`config.mk`:
```
export PLATFORM = sky130hd
export DESIGN_NAME = traffic_req_gen
export DESIGN_NICKNAME = d
export VERILOG_FILES = /design/src/rtl/traffic_pkg.sv /design/src/rtl/traffic_req_gen_tick_gen.sv /design/src/rtl/traffic_req_gen.sv
export SDC_FILE = /design/constraint.sdc
export NUM_CORES = 1
export LEC_CHECK = 0
export CAP_MARGIN = 20
export CORE_MARGIN = 2
export CORE_UTILIZATION = 40
export CTS_CLUSTER_SIZE = 24
export DETAILED_ROUTE_END_ITERATION = 6
export PLACE_DENSITY = 0.75
export SYNTH_ARGS = -nofsm -noshare
export SYNTH_HDL_FRONTEND = slang
export SYNTH_SLANG_ARGS = --single-unit
```
`constraint.sdc`:
```
create_clock -name clk -period 1.68 [get_ports clk]
set_input_delay 0.252 -clock clk [delete_from_list [all_inputs] [get_ports clk]]
set_output_delay 0.252 -clock clk [all_outputs]
set_load 0.05 [all_outputs]
```
`src/rtl/traffic_pkg.sv`:
```
// Shared definitions for the traffic light system: request-conditioner FSM
// state encoding, light codes used by the light controller, and a width helper.
package traffic_pkg;

   localparam logic [1:0] S_IDLE    = 2'b00;
   localparam logic [1:0] S_ARMED   = 2'b01;
   localparam logic [1:0] S_REQ     = 2'b10;
   localparam logic [1:0] S_RELEASE = 2'b11;

   typedef enum logic [1:0] {
      ST_IDLE    = S_IDLE,
      ST_ARMED   = S_ARMED,
      ST_REQ     = S_REQ,
      ST_RELEASE = S_RELEASE
   } req_state_t;

   localparam logic [1:0] LIGHT_GREEN  = 2'b00;
   localparam logic [1:0] LIGHT_YELLOW = 2'b01;
   localparam logic [1:0] LIGHT_RED    = 2'b10;

   // Bits needed to hold values 0..v-1, never less than one bit.
   function automatic int clog2f(input int v);
      return (v < 2) ? 1 : $clog2(v);
   endfunction

endpackage

```
`src/rtl/traffic_req_gen_tick_gen.sv`:
```
// Prescaler for the request conditioner: free-running 0..TICK_DIV-1 counter
// whose terminal count is the one-cycle timing strobe.
module traffic_tick_gen
   import traffic_pkg::*;
#(
   parameter int TICK_DIV = 4
) (
   input  logic clk,
   input  logic rst,
   output logic tick
);

   localparam int CW = clog2f(TICK_DIV);
   localparam logic [CW-1:0] C_LAST = CW'(TICK_DIV - 1);

   logic [CW-1:0] r_cnt;

   always_ff @(posedge clk) begin
      if (rst) begin
         r_cnt <= '0;
      end else if (r_cnt == C_LAST) begin
         r_cnt <= '0;
      end else begin
         r_cnt <= r_cnt + 1'b1;
      end
   end

   assign tick = (r_cnt == C_LAST);

endmodule

```
`src/rtl/traffic_req_gen.sv`:
```
// Side-road vehicle request conditioner: sync, tick-sampled debounce, and
// wait/hold/extension FSM driving car_req. Optional TRAFFIC_PED_BTN_EN adds ped_btn.
module traffic_req_gen
   import traffic_pkg::*;
#(
   parameter int TICK_DIV  = 4,
   parameter int DEB_TICKS = 3,
   parameter int MIN_WAIT  = 2,
   parameter int MIN_HOLD  = 4,
   parameter int EXT_TICKS = 2,
   parameter int CNT_W     = 8
) (
   input  logic             clk,
   input  logic             rst,
   input  logic             sensor_raw,
`ifdef TRAFFIC_PED_BTN_EN
   input  logic             ped_btn,
`endif
   output logic             car_req,
   output logic             tick,
   output logic [1:0]       state_o,
   output logic [CNT_W-1:0] req_count
);

   localparam int TMAX  = (MIN_WAIT > MIN_HOLD)
                        ? ((MIN_WAIT > EXT_TICKS) ? MIN_WAIT : EXT_TICKS)
                        : ((MIN_HOLD > EXT_TICKS) ? MIN_HOLD : EXT_TICKS);
   localparam int TMR_W = clog2f(TMAX + 1);
   localparam int DEB_W = clog2f(DEB_TICKS);

   localparam logic [TMR_W-1:0] C_WAIT_LAST = TMR_W'(MIN_WAIT - 1);
   localparam logic [TMR_W-1:0] C_HOLD      = TMR_W'(MIN_HOLD);
   localparam logic [TMR_W-1:0] C_EXT_LAST  = TMR_W'(EXT_TICKS - 1);
   localparam logic [DEB_W-1:0] C_DEB_LAST  = DEB_W'(DEB_TICKS - 1);

   function automatic logic [CNT_W-1:0] sat_inc(input logic [CNT_W-1:0] v);
      return (&v) ? v : v + 1'b1;
   endfunction

   logic             w_tick;
   logic             r_sync_p0;
   logic             r_sync_p1;
   logic             r_stable;
   logic [DEB_W-1:0] r_deb_cnt;
   logic [TMR_W-1:0] r_timer;
   logic [CNT_W-1:0] r_req_count;
   req_state_t       r_state;
   logic             w_ped_go;

   traffic_tick_gen #(.TICK_DIV(TICK_DIV)) u_tick_gen (
      .clk  (clk),
      .rst  (rst),
      .tick (w_tick)
   );

   // Stage p0/p1: two-flop synchroniser for the asynchronous loop sensor
   always_ff @(posedge clk) begin
      if (rst) begin
         r_sync_p0 <= 1'b0;
         r_sync_p1 <= 1'b0;
      end else begin
         r_sync_p0 <= sensor_raw;
         r_sync_p1 <= r_sync_p0;
      end
   end

   // Debounce: level flips only after DEB_TICKS consecutive differing tick samples
   always_ff @(posedge clk) begin
      if (rst) begin
         r_stable  <= 1'b0;
         r_deb_cnt <= '0;
      end else if (w_tick) begin
         if (r_sync_p1 == r_stable) begin
            r_deb_cnt <= '0;
         end else if (r_deb_cnt == C_DEB_LAST) begin
            r_stable  <= r_sync_p1;
            r_deb_cnt <= '0;
         end else begin
            r_deb_cnt <= r_deb_cnt + 1'b1;
         end
      end
   end

`ifdef TRAFFIC_PED_BTN_EN
   logic r_ped_pend;

   // A new pulse wins over a same-cycle consume so no press is lost.
   always_ff @(posedge clk) begin
      if (rst) begin
         r_ped_pend <= 1'b0;
      end else if (ped_btn) begin
         r_ped_pend <= 1'b1;
      end else if (w_tick && !r_state[1]) begin
         r_ped_pend <= 1'b0;
      end
   end

   assign w_ped_go = r_ped_pend;
`else
   assign w_ped_go = 1'b0;
`endif

   always_ff @(posedge clk) begin
      if (rst) begin
         r_state     <= ST_IDLE;
         r_timer     <= '0;
         r_req_count <= '0;
      end else if (w_tick) begin
         case (r_state)
            ST_IDLE: begin
               if (w_ped_go) begin
                  r_state     <= ST_REQ;
                  r_timer     <= '0;
                  r_req_count <= sat_inc(r_req_count);
               end else if (r_stable) begin
                  r_state <= ST_ARMED;
                  r_timer <= '0;
               end
            end
            ST_ARMED: begin
               if (w_ped_go) begin
                  r_state     <= ST_REQ;
                  r_timer     <= '0;
                  r_req_count <= sat_inc(r_req_count);
               end else if (!r_stable) begin
                  r_state <= ST_IDLE;
               end else if (r_timer == C_WAIT_LAST) begin
                  r_state     <= ST_REQ;
                  r_timer     <= '0;
                  r_req_count <= sat_inc(r_req_count);
               end else begin
                  r_timer <= r_timer + 1'b1;
               end
            end
            ST_REQ: begin
               if (!r_stable && (r_timer >= C_HOLD)) begin
                  r_state <= ST_RELEASE;
                  r_timer <= '0;
               end else if (r_timer != C_HOLD) begin
                  r_timer <= r_timer + 1'b1;
               end
            end
            default: begin
               // Returning vehicle resumes the request with the hold already served.
               if (r_stable) begin
                  r_state <= ST_REQ;
                  r_timer <= C_HOLD;
               end else if (r_timer == C_EXT_LAST) begin
                  r_state <= ST_IDLE;
               end else begin
                  r_timer <= r_timer + 1'b1;
               end
            end
         endcase
      end
   end

   // REQ and RELEASE share bit 1, so the decode cannot glitch between them.
   assign car_req   = r_state[1];
   assign tick      = w_tick;
   assign state_o   = r_state;
   assign req_count = r_req_count;

endmodule

```
* Yosys cells after proc, flatten, opt, wreduce, memory -nomap -nowiden
Index checks and enable logic that the tools add are counted.
** Operators by class
- Bitwise gates (word level) :: 2
- Multiplexer cells :: 17
- Magnitude comparators :: 1
- Multipliers :: 0
- $add $sub $neg :: 4
- Eq/ne operators :: 13
- Shift-type cells :: 0
- Reduce and logical (&&, ||, !) cells :: 10
- Div/mod/pow operators :: 0
** Operators with widths (number)
- 3-bit 2-to-1 mux :: 7
- 2-bit 2-to-1 mux :: 8
- 5-bit AND reduction :: 3
- 3-bit inequality test (second input constant) :: 3
- 3-bit case mux with 3 select lines :: 1
- 8-bit by 1-bit adder with 8-bit output (second input constant) :: 1
- 8-bit AND reduction :: 1
- 2-bit equality test (second input constant) :: 3
- 2-bit inequality test (second input constant) :: 3
- 2-bit case mux with 3 select lines :: 1
- 2-bit by 1-bit adder with 2-bit output (second input constant) :: 2
- 4-bit nonzero test :: 1
- 3-bit by 1-bit adder with 3-bit output (second input constant) :: 1
- 3-bit by 1-bit equality test with 1-bit output (second input constant) :: 1
- 3-bit greater-or-equal comparator (second input constant) :: 1
- 3-bit by 2-bit inequality test with 1-bit output (second input constant) :: 1
- 3-bit AND reduction :: 1
- 2-bit by 1-bit equality test with 1-bit output (second input constant) :: 1
- 2-bit logical NOT :: 1
- 1-bit inverter :: 2
- 2-bit OR reduction :: 1
- 1-bit equality test :: 1
- 1-bit logical AND :: 1
- 1-bit logical NOT :: 1
** Storage, ports and cells
- Latch bits :: 0
- Register bits after elaboration :: 20
- ROM bits :: 0
- RAM bits :: 0
- Output and inout port bits :: 12
- Memories kept :: 0
- Input port bits :: 3

* Depth between registers and ports, before layout
- Depth after elaboration :: 4
- Depth in mapped cells :: 7
- Gate-level depth less buffers :: 6

* Hierarchy
From an unflattened synthesis, not the netlist that was laid out.
** Unflattened totals
- Cell total of the unflattened synthesis :: 121
- Area, all modules :: 1109.8 µm²
** By module, submodules not included
- traffic_req_gen :: times used 1, cells an instance 116, area each 1034.7 µm², sequential area each 360.3 µm²
- traffic_tick_gen :: times used 1, cells an instance 5, area each 75.1 µm², sequential area each 40.0 µm²

* Least setup slack after synthesis
OpenSTA, ideal clock, no wires.
- Path kind :: register to register
- From :: register r_state[0] (netlist: state_o[0])
- To :: register r_timer[0]
- Clock period less this slack :: 2121 ps
- Slack :: -441 ps
- Stages on the path, launching flop included :: 7
- Arrival time :: 2038 ps
- Cells stage by stage :: dfxtp_1 > inv_1 > ha_1 > nand4_1 > nand3_1 > or4b_4 > o31ai_4
** Between the ends
- Cells in the longest elaborated chain, start to end :: 3
** RTL lines
- from (decl) :: line traffic_req_gen.sv:47 : req_state_t r_state;
- from (signal assigned) :: line traffic_req_gen.sv:105 : r_state <= ST_IDLE;
- from (signal assigned) :: line traffic_req_gen.sv:112 : r_state <= ST_REQ;
- from (signal assigned) :: line traffic_req_gen.sv:116 : r_state <= ST_ARMED;
- 2-bit equality test (tied with other cells) :: line traffic_req_gen.sv:109 : case (r_state)
- 3-bit inequality test (no source line) (tied with other cells)
- 5-bit AND reduction (no source line)
- to (signal assigned) :: line traffic_req_gen.sv:132 : r_timer <= r_timer + 1'b1;
- to (signal assigned) :: line traffic_req_gen.sv:140 : r_timer <= r_timer + 1'b1;
- to (signal assigned) :: line traffic_req_gen.sv:151 : r_timer <= r_timer + 1'b1;
- to (decl) :: line traffic_req_gen.sv:45 : logic [TMR_W-1:0] r_timer;
Parallel ways exist; a longest one is shown, timed or not.
A chain may end at the register's enable or synchronous reset.

==> metrics <==
status=finished with violations; failing checks=setup timing; most common cell in the netlist=dfxtp_1; Critical Path RT=1.87 ns; die span in y=~56 µm; number of synthesized flops with an enable pin=0; Ys Warns=0; drt drc=0; post-synthesis cell count=120; Final Slew Violations=0; Reg power frac=0.520; Worst slew margin=0.654; crit path cell chain=inv_2, buf_4, ha_2, nor2b_2, a211oi_1, buf_4, o311ai_4, o41ai_2; synthesized area per cell=~9 µm²; Longest Clk Path Bufs=2; hold worst-path end=r_sync_p1; CP delay by family, top=compound AO/OA/AOI/OAI gates; grt total ovfl=0; Via density=roughly 5.4; RSZ-0062 raised after global routing=true; top_reg_cell synth=dfxtp_1; pwr/cell area=between 600 and 700 nW/µm²; Yosys top cell by area=dfxtp_1; die area=3140 µm²; startpoint types=flop; maximum clock frequency=a little under 0.6 GHz; CTS tree=built; share of layout cells above drive strength 1=0.448; Root Driver=clkbuf_4; final setup violation count=2; clock tree sinks=20; P&R area growth vs syn=42.9%; Slowest-stage cell, CP=dfxtp_4; Layout fillers=about 220; syn_nets=~130; critical path endpoint category=flop; period utilisation layout=1.00; Internal Power=about 0.00074 W; DR vias=between 1000 and 1500; nets=167; Post-synth top cells=dfxtp_1, ha_1, inv_1, nor2_1; crit-path max cell delay=between 0.3 and 0.4 ns; critical path type=flop to flop; Synth area leaders=dfxtp_1, ha_1, a21oi_1, inv_1, nor2_1; WP buf/inv=3; largest net degree at the start of global routing=18; Worst-Margin Slew=0.517 ns; Net Sw Frac=0.204; GP Congestion=0.802; fin area=between 1500 and 2000 µm²; proportion of power drawn by the clock network=0.427; DP Area=~1400 µm²; Tmin final=roughly 1.7 ns; CTS Hold Buffers Added=0; Die Width=between 50 and 60 µm; WP data arrival=~1.9 ns; drt pass-1 iters=6; H-tree depth=1; total track usage=0.162; first-pass GRT wire length=about 4100 µm; Hold Path Origin=r_sync_p0; share of the synthesized area in the top cell type=0.369; hpwl dp=about 1800 µm; number of global-route vias before repair=960; final wirelength=about 2500 µm; Place WS=-0.0861 ns; TritonCTS Buffers=3; Top Ports=15; net switching power=around 0.00019 W; Crit path depth=8; clock slew at reported path FFs=roughly 0.12 ns; Final Hold Vio Count=0; Skew-Pair Late Insertion Delay=approximately 0.3 ns; Critical Path Most Common Cell=buf_4; async set or reset register ratio after synthesis=0; peak supply drop=slightly above 500 µV; DRT iter0 DRCs=19; Setup TNS=-0.00330 ns; initial antenna violation count=0; # rows=18; post-route worst setup slack=-0.00294 ns; Logic pwr share=0.054; R2R cell count=8; Antenna diodes=0; R2R setup slack=-0.003 ns; starting density of the core=0.430; Worst Path Max Fanout=4; Mapped Area=around 1100 µm²; Worst Hold Class=flop to flop; max_cap viols=0; wire per inst=~13 µm; core area=about 2500 µm²; Seq cells post-synth=20; Min-Delay Path Depth=1; Final Skew=roughly 0.0074 ns; Leak Pwr=~0.62 nW; PortBufs=14; post-route ant nets=0; Netlist cell types=40; register area share after synthesis=0.369
## kinds of logic (layout without fill, tap and decap cells)
kind of cell / count (synthesis) / after routing / share of synthesized area
and+or+nand+nor: 44 / 44 / 0.225
AOI/OAI and AO/OA: 28 / 28 / 0.196
DFF: 20 / 20 / 0.369
buffers and inverters: 14 / 48 / 0.0623
adders and majority gates: 9 / 9 / 0.104
muxes: 3 / 3 / 0.0277
xor gates and xnor gates: 2 / 2 / 0.0162
## repair_timing
item / CTS / global route
resized for setup: 4 / 18
buffers inserted: 3 / 3
pin swaps: 3 / 3
endpoints found under the setup margin: 8 / 10
## placed cells by master (no fill, tap or decap), drive strengths merged, types with 4 or more instances in the layout
cell / count
ha: 9
a21oi: 7
buf: 33
o21ai: 5
o31ai: 4
nor2: 10
nor2b: 4
nand2: 7
dfxtp: 20
nand3: 6
inv: 9
## cell type report
cell class	count	area (µm²)	share of cell area
clock buffers	3	22.5	0.0145
repair buffers	35	284	0.183
inverters	9	33.8	0.0218
clock inverters	1	30.0	0.0194
flip-flops and latches	20	417	0.269
well taps	30	37.5	0.0242
multi-input cells	86	726	0.468
## routing by layer
layer	routed length, µm	GRT usage	up-vias
met2	1250	0.294	15
li1	-	-	506
met5	0	0	-
met1	1140	0.191	478
met4	12	0.0612	0
met3	66	0.0209	2
## sequential cells by signal (all words and copies together), names as in the netlist, named ones only
signal / flops
req_count: 8
r_timer: 3
r_deb_cnt: 2
u_tick_gen.r_cnt: 2
r_stable: 1
r_sync_p0: 1
r_sync_p1: 1
state_o: 1
## how the worst max path moves through the flow
stage,to,slack [ns],startpoint
final,flop,-0.003,flop
after global routing,req_count[4],-0.08,flop
after CTS,r_timer[0],0.002,flop
after detailed placement,req_count[3],-0.09,r_timer[1]
after global placement,req_count[3],-0.008,r_timer[1]
after floorplan,r_timer[0],-0.02,state_o[0]
## worst register-to-register path: cells and delay by family, from the launching register on
family,cells,cell delay [ns]
AO/OA/AOI/OAI,3,0.43
AND/OR/NAND/NOR,1,0.12
buffers and inverters,3,0.34
flip-flops,1,0.39
adder cells (fa/ha/maj),1,0.29
## power by group through the flow
stage | Clock [W] | Sequential [W] | Combinational [W]
floorplan | 0 | 0.000496 | 0.0000301
global placement | 0 | 0.000496 | 0.0000471
detailed placement | 0 | 0.000496 | 0.0000492
CTS | 0.000402 | 0.000486 | 0.0000497
global route | 0.000420 | 0.000486 | 0.0000558
finish | 0.000399 | 0.000486 | 0.0000500
## per-stage QoR
stage	util	hold WS (ns)	cells	total power, W
6_report	0.615	0.455	184	0.000934
5_1_grt	0.615	0.473	184	0.000962
4_1_cts	0.570	0.454	181	0.000938
3_5_place_dp	0.536	0.427	174	0.000546
3_3_place_gp	0.536	0.427	174	0.000543
2_1_floorplan	-	0.380	120	0.000526
(Power assumes the default switching activity.)
